===== src/rtl/alu_operand_stage_pkg.sv =====
// Shared definitions for the ALU operand issue stage: ALU opcodes and
// register-file geometry.
package alu_operand_stage_pkg;

    localparam int DATA_W     = 16;
    localparam int REG_ADDR_W = 3;
    localparam int NUM_REGS   = 8;
    localparam int ALU_OP_W   = 4;

    localparam logic [REG_ADDR_W-1:0] REG_ZERO = 3'd0;

    typedef enum logic [ALU_OP_W-1:0] {
        ALU_ADD = 4'd0,
        ALU_SUB = 4'd1,
        ALU_AND = 4'd2,
        ALU_OR  = 4'd3,
        ALU_XOR = 4'd4,
        ALU_SLL = 4'd5,
        ALU_SRL = 4'd6,
        ALU_SRA = 4'd7,
        ALU_SLT = 4'd8
    } alu_op_e;

endpackage


===== src/rtl/alu_operand_stage_reg_file.sv =====
// Register file: two asynchronous read ports, one synchronous write port.
// Register 0 always reads zero and ignores writes.
module reg_file
    import alu_operand_stage_pkg::*;
(
    input  logic                  clk,
    input  logic                  rst,
    input  logic [REG_ADDR_W-1:0] rd_addr_a,
    input  logic [REG_ADDR_W-1:0] rd_addr_b,
    output logic [DATA_W-1:0]     rd_data_a,
    output logic [DATA_W-1:0]     rd_data_b,
    input  logic                  wr_en,
    input  logic [REG_ADDR_W-1:0] wr_addr,
    input  logic [DATA_W-1:0]     wr_data
);

    logic [DATA_W-1:0] regs [NUM_REGS];

    // Storage: cleared on reset, single write port at the clock edge.
    always_ff @(posedge clk or posedge rst) begin
        if (rst) begin
            for (int i = 0; i < NUM_REGS; i++) begin
                regs[i] <= '0;
            end
        end else if (wr_en && (wr_addr != REG_ZERO)) begin
            regs[wr_addr] <= wr_data;
        end
    end

    // Read ports: register 0 is forced to zero regardless of storage.
    always_comb begin
        rd_data_a = (rd_addr_a == REG_ZERO) ? '0 : regs[rd_addr_a];
        rd_data_b = (rd_addr_b == REG_ZERO) ? '0 : regs[rd_addr_b];
    end

endmodule


===== src/rtl/alu_operand_stage.sv =====
// ALU operand issue stage: register read, immediate select, pending-write
// scoreboard for RAW/WAW stalls, and a one-entry valid/ready output register.
// Optional feature macro: OPERAND_BYPASS_EN (same-cycle writeback masks the
// pending bit and forwards wb_data into the operands).
module alu_operand_stage
    import alu_operand_stage_pkg::*;
(
    input  logic                  clk,
    input  logic                  rst,
    input  logic                  in_valid,
    output logic                  in_ready,
    input  logic [REG_ADDR_W-1:0] in_rs,
    input  logic [REG_ADDR_W-1:0] in_rt,
    input  logic [REG_ADDR_W-1:0] in_rd,
    input  logic [DATA_W-1:0]     in_imm,
    input  logic                  in_use_imm,
    input  logic [ALU_OP_W-1:0]   in_alu_op,
    output logic                  out_valid,
    input  logic                  out_ready,
    output logic [DATA_W-1:0]     out_a,
    output logic [DATA_W-1:0]     out_b,
    output logic [ALU_OP_W-1:0]   out_alu_op,
    output logic [REG_ADDR_W-1:0] out_rd,
    input  logic                  wb_en,
    input  logic [REG_ADDR_W-1:0] wb_rd,
    input  logic [DATA_W-1:0]     wb_data
);

    logic [NUM_REGS-1:0] pend;
    logic [NUM_REGS-1:0] pend_next;
    logic [NUM_REGS-1:0] pend_view;
    logic [DATA_W-1:0]   rf_a;
    logic [DATA_W-1:0]   rf_b;
    logic [DATA_W-1:0]   opnd_a;
    logic [DATA_W-1:0]   opnd_b;
    logic                wb_hit;
    logic                haz;
    logic                accept;

    reg_file u_reg_file (
        .clk       (clk),
        .rst       (rst),
        .rd_addr_a (in_rs),
        .rd_addr_b (in_rt),
        .rd_data_a (rf_a),
        .rd_data_b (rf_b),
        .wr_en     (wb_en),
        .wr_addr   (wb_rd),
        .wr_data   (wb_data)
    );

    assign wb_hit = wb_en && (wb_rd != REG_ZERO);

`ifdef OPERAND_BYPASS_EN
    logic [NUM_REGS-1:0] wb_mask;

    // A retiring write hides its own pending bit and supplies the operand.
    always_comb begin
        wb_mask = '0;
        if (wb_hit) begin
            wb_mask[wb_rd] = 1'b1;
        end
        pend_view = pend & ~wb_mask;
        opnd_a    = (wb_hit && (wb_rd == in_rs)) ? wb_data : rf_a;
        if (in_use_imm) begin
            opnd_b = in_imm;
        end else begin
            opnd_b = (wb_hit && (wb_rd == in_rt)) ? wb_data : rf_b;
        end
    end
`else
    // Without bypass the stall holds until the cycle after the writeback.
    always_comb begin
        pend_view = pend;
        opnd_a    = rf_a;
        opnd_b    = in_use_imm ? in_imm : rf_b;
    end
`endif

    // Hazard check and handshake; rt is irrelevant when the immediate is used.
    always_comb begin
        haz      = pend_view[in_rs] | (!in_use_imm & pend_view[in_rt]) | pend_view[in_rd];
        in_ready = !haz & (!out_valid | out_ready);
        accept   = in_valid & in_ready;
    end

    // Scoreboard update: writeback clears first, so a same-cycle issue set wins.
    always_comb begin
        pend_next = pend;
        if (wb_hit) begin
            pend_next[wb_rd] = 1'b0;
        end
        if (accept && (in_rd != REG_ZERO)) begin
            pend_next[in_rd] = 1'b1;
        end
    end

    // Scoreboard register.
    always_ff @(posedge clk or posedge rst) begin
        if (rst) begin
            pend <= '0;
        end else begin
            pend <= pend_next;
        end
    end

    // Output entry: load on accept, drain on transfer, hold under backpressure.
    always_ff @(posedge clk or posedge rst) begin
        if (rst) begin
            out_valid  <= 1'b0;
            out_a      <= '0;
            out_b      <= '0;
            out_alu_op <= '0;
            out_rd     <= '0;
        end else if (accept) begin
            out_valid  <= 1'b1;
            out_a      <= opnd_a;
            out_b      <= opnd_b;
            out_alu_op <= in_alu_op;
            out_rd     <= in_rd;
        end else if (out_ready) begin
            out_valid  <= 1'b0;
        end
    end

endmodule


===== config.mk =====
export PLATFORM = sky130hd
export DESIGN_NAME = alu_operand_stage
export DESIGN_NICKNAME = d
export VERILOG_FILES = /design/src/rtl/alu_operand_stage_pkg.sv /design/src/rtl/alu_operand_stage_reg_file.sv /design/src/rtl/alu_operand_stage.sv
export SDC_FILE = /design/constraint.sdc
export NUM_CORES = 1
export LEC_CHECK = 0
export ABC_AREA = 1
export CAP_MARGIN = 20
export CELL_PAD_IN_SITES_DETAIL_PLACEMENT = 0
export CELL_PAD_IN_SITES_GLOBAL_PLACEMENT = 1
export CORE_ASPECT_RATIO = 1.1
export CORE_MARGIN = 1.5
export CORE_UTILIZATION = 30
export DETAILED_ROUTE_END_ITERATION = 10
export PLACE_DENSITY = 0.67
export SLEW_MARGIN = 20
export SYNTH_ARGS = -nofsm -noshare
export SYNTH_HDL_FRONTEND = slang
export SYNTH_SLANG_ARGS = --single-unit

===== constraint.sdc =====
create_clock -name clk -period 14.6 [get_ports clk]
set_input_delay 2.92 -clock clk [delete_from_list [all_inputs] [get_ports clk]]
set_output_delay 2.92 -clock clk [all_outputs]
set_load 0.1 [all_outputs]

==> impl_metrics.env <==
export IMPL_status="complete, no violations"
export IMPL_endpoint_kind="output pin"
export IMPL_drt_iter0_markers=765
export IMPL_p_int_uw=944
export IMPL_hold_path_class="reg2reg"
export IMPL_drv_slew=0
export IMPL_power_uw=1720
export IMPL_core_area_um2=27600
export IMPL_yosys_area_top_type_share_pct=47.8
export IMPL_numCtsBuffers=17
export IMPL_cap_violations=0
export IMPL_synth_top_area_cell="dfrtp_1"
export IMPL_synthTopCellsByArea="dfrtp_1 48%, nand2_1 14%, o21ai_0 10%"
export IMPL_power_switching_uw=775
export IMPL_cts_hold_buffers_added=0
export IMPL_drive_above_1_share_pct=5.06
export IMPL_hpwl_um=17300
export IMPL_startpoint_type="input port"
export IMPL_p_leak_uw=0.00461
export IMPL_drc=0
export IMPL_firstDrtPassIters=6
export IMPL_final_hold_viol_count=0
export IMPL_drt_total_wl_um=26400
export IMPL_post_drt_wl_per_cell_um=17.3
export IMPL_fin_setup_tns_ns=0
export IMPL_netlist_area_um2=8380
export IMPL_criticalPathCategory="in2out"
export IMPL_period_minus_slack_ns=9.65
export IMPL_ir_drop_mv=0.121
export IMPL_hold_worst_slack_ns=0.415
export IMPL_clk_latency_ns=0.43
export IMPL_numPortBuffers=94
export IMPL_synth_seq_cells=160
export IMPL_relSlewSlack_pct=32.7
export IMPL_tightest_slew_ns=1.01
export IMPL_rsz0062_at_grt="false"
export IMPL_overflow=0
export IMPL_synth_nets=1163
export IMPL_setup_viol_count_final=0
export IMPL_final_area_um2=10000
export IMPL_synthArstFlopShare_pct=100
export IMPL_sw_frac_of_total_pct=45.1
export IMPL_drtAntennaViolNets=0
export IMPL_worst_endpoint_required_ns=11.68
export IMPL_synth_common_cells="318 x nand2_1, 168 x o21ai_0, 160 x dfrtp_1"
export IMPL_antennaDiodeCount=0
export IMPL_grt_max_degree=101
export IMPL_die_w_um=162
export IMPL_nets=1206
export IMPL_via_per_inst=4.97
export IMPL_synth_edf_count=0
export IMPL_pwr_share_clk_pct=24.7
export IMPL_post_synth_cell_area_avg_um2=7.56
export IMPL_fp_dieH_um=178
export IMPL_cts_setup_buffers=0
export IMPL_cts_num_sinks=160
export IMPL_num_io_pins=95
export IMPL_fin_crit_sh_pct=66.1
export IMPL_routed_via_count=7596
export IMPL_clkTransAtPathRegs_ns=0.07
export IMPL_antenna_found_initial=0
export IMPL_synth_top_flop_cell="dfrtp_1"
export IMPL_yosysUniqueCellTypes=22
export IMPL_rows=64
export IMPL_seq_area_frac_synth_pct=47.8
export IMPL_yosysWarnings=0
export IMPL_root_buffer="clkbuf_16"
export IMPL_combPwrFrac_pct=39.0
export IMPL_initial_utilization_pct=30.3
export IMPL_clock_skew_ns=0.0109
export IMPL_arrival_ns=6.73
export IMPL_htreeDepth=4
export IMPL_place_area_um2=9480
export IMPL_clock_path_buffers=2
export IMPL_place_congestion=0.817
export IMPL_synthMostInstantiatedCell="nand2_1"
export IMPL_power_share_sequential_pct=36.3
export IMPL_grt_use_total_pct=18.9
export IMPL_dieArea_um2=29000
export IMPL_synthCells=1109
export IMPL_cts_tree="done"
export IMPL_fmax_mhz=104
export IMPL_area_growth_pct=19.8
export IMPL_pwr_density_cell_nw_per_um2=171
export IMPL_cp_max_fo=45
export IMPL_grt_pass1_wl_um=41900
export IMPL_grt_pass1_vias=7076
export IMPL_cts_resized=0
==> final timing paths <==
check                      startpoint                  end  slack [ns]  cells past startpoint
setup / recovery           in_use_imm             in_ready        4.95                      6
hold / removal                pend[0]              pend[0]        0.41                      0
setup reg to reg              pend[1]              pend[2]       12.18                      9
hold reg to reg               pend[0]              pend[0]        0.41                      0
max in group asynchronous         rst  u_reg_file.regs[72]        9.85                      4
min in group asynchronous         rst            out_rd[1]        2.89                      2
==> worst max-delay path: stages <==
cell and delay (ns):
clkdlybuf4s50_1 0.90, clkinv_1 0.74, nand2_1 0.27, nor2_2 0.09, nor2_8 0.53, clkdlybuf4s50_1 1.26
==> area by class of cell <==
cell class | instances | area [um^2]
fill | 2965 | 17600
clock inverter | 13 | 104
inverter | 77 | 294
tap | 363 | 454
multi-input combinational | 788 | 3700
clock buffer | 19 | 453
sequential | 160 | 4000
timing repair buffer | 108 | 1030
==> metal layers <==
| metal | part of all wire (%) | vias up | GRT usage [%] |
|---|---|---|---|
| li1 | - | 3774 | - |
| met1 | 51 | 3573 | 28.7 |
| met2 | 42 | 223 | 28.1 |
| met3 | 5.5 | 26 | 2.98 |
| met4 | 1.2 | 0 | 4.05 |
| met5 | 0 | - | 0 |
==> registers in the layout (all words and copies together), names as in the netlist <==
register	flops
u_reg_file.regs	112
out_a	16
out_b	16
pend	8
out_alu_op	4
out_rd	3
out_valid	1
==> cell usage in the layout, fill, tap and decap left out, types with 2 or more instances in the layout <==
cell type,n
o211ai_1,48
clkdlybuf4s50_1,91
buf_4,14
inv_1,70
o22ai_1,14
dfrtp_1,160
nor2_1,67
a211oi_1,14
nand2_1,317
buf_2,3
nand3_1,117
a21oi_1,20
clkinv_1,2
nand3b_1,14
inv_2,4
clkbuf_16,17
nand4_1,4
clkbuf_8,2
clkinv_4,3
nor2_2,2
o21ai_0,168
clkinvlp_4,5
inv_6,5
==> logic make-up after synthesis <==
logic type,after synthesis,share of synthesized area [%]
AND/OR/NAND/NOR,524,26.3
AO/OA/AOI/OAI,264,17.8
buffers and inverters,161,8.16
flip-flops,160,47.8
==> through the flow <==
step / util, % / setup slack [ns] / std cells
2_1_floorplan: - / 7.36 / 1109
3_3_place_gp: 34.3 / 5.01 / 1496
3_5_place_dp: 34.3 / 4.92 / 1496
4_1_cts: 36.3 / 4.92 / 1528
5_1_grt: 36.3 / 4.73 / 1528
6_report: 36.3 / 4.95 / 1528
==> power by group through the flow <==
| stage | registers [uW] | logic [uW] | clock network (uW) |
|---|---|---|---|
| global placement | 630 | 666 | 0 |
| detailed placement | 630 | 672 | 0 |
| finish | 624 | 670 | 425 |
| global route | 636 | 718 | 453 |
| floorplan | 924 | 197 | 0 |
| CTS | 623 | 673 | 434 |
Power figures use the tool's default switching activity.
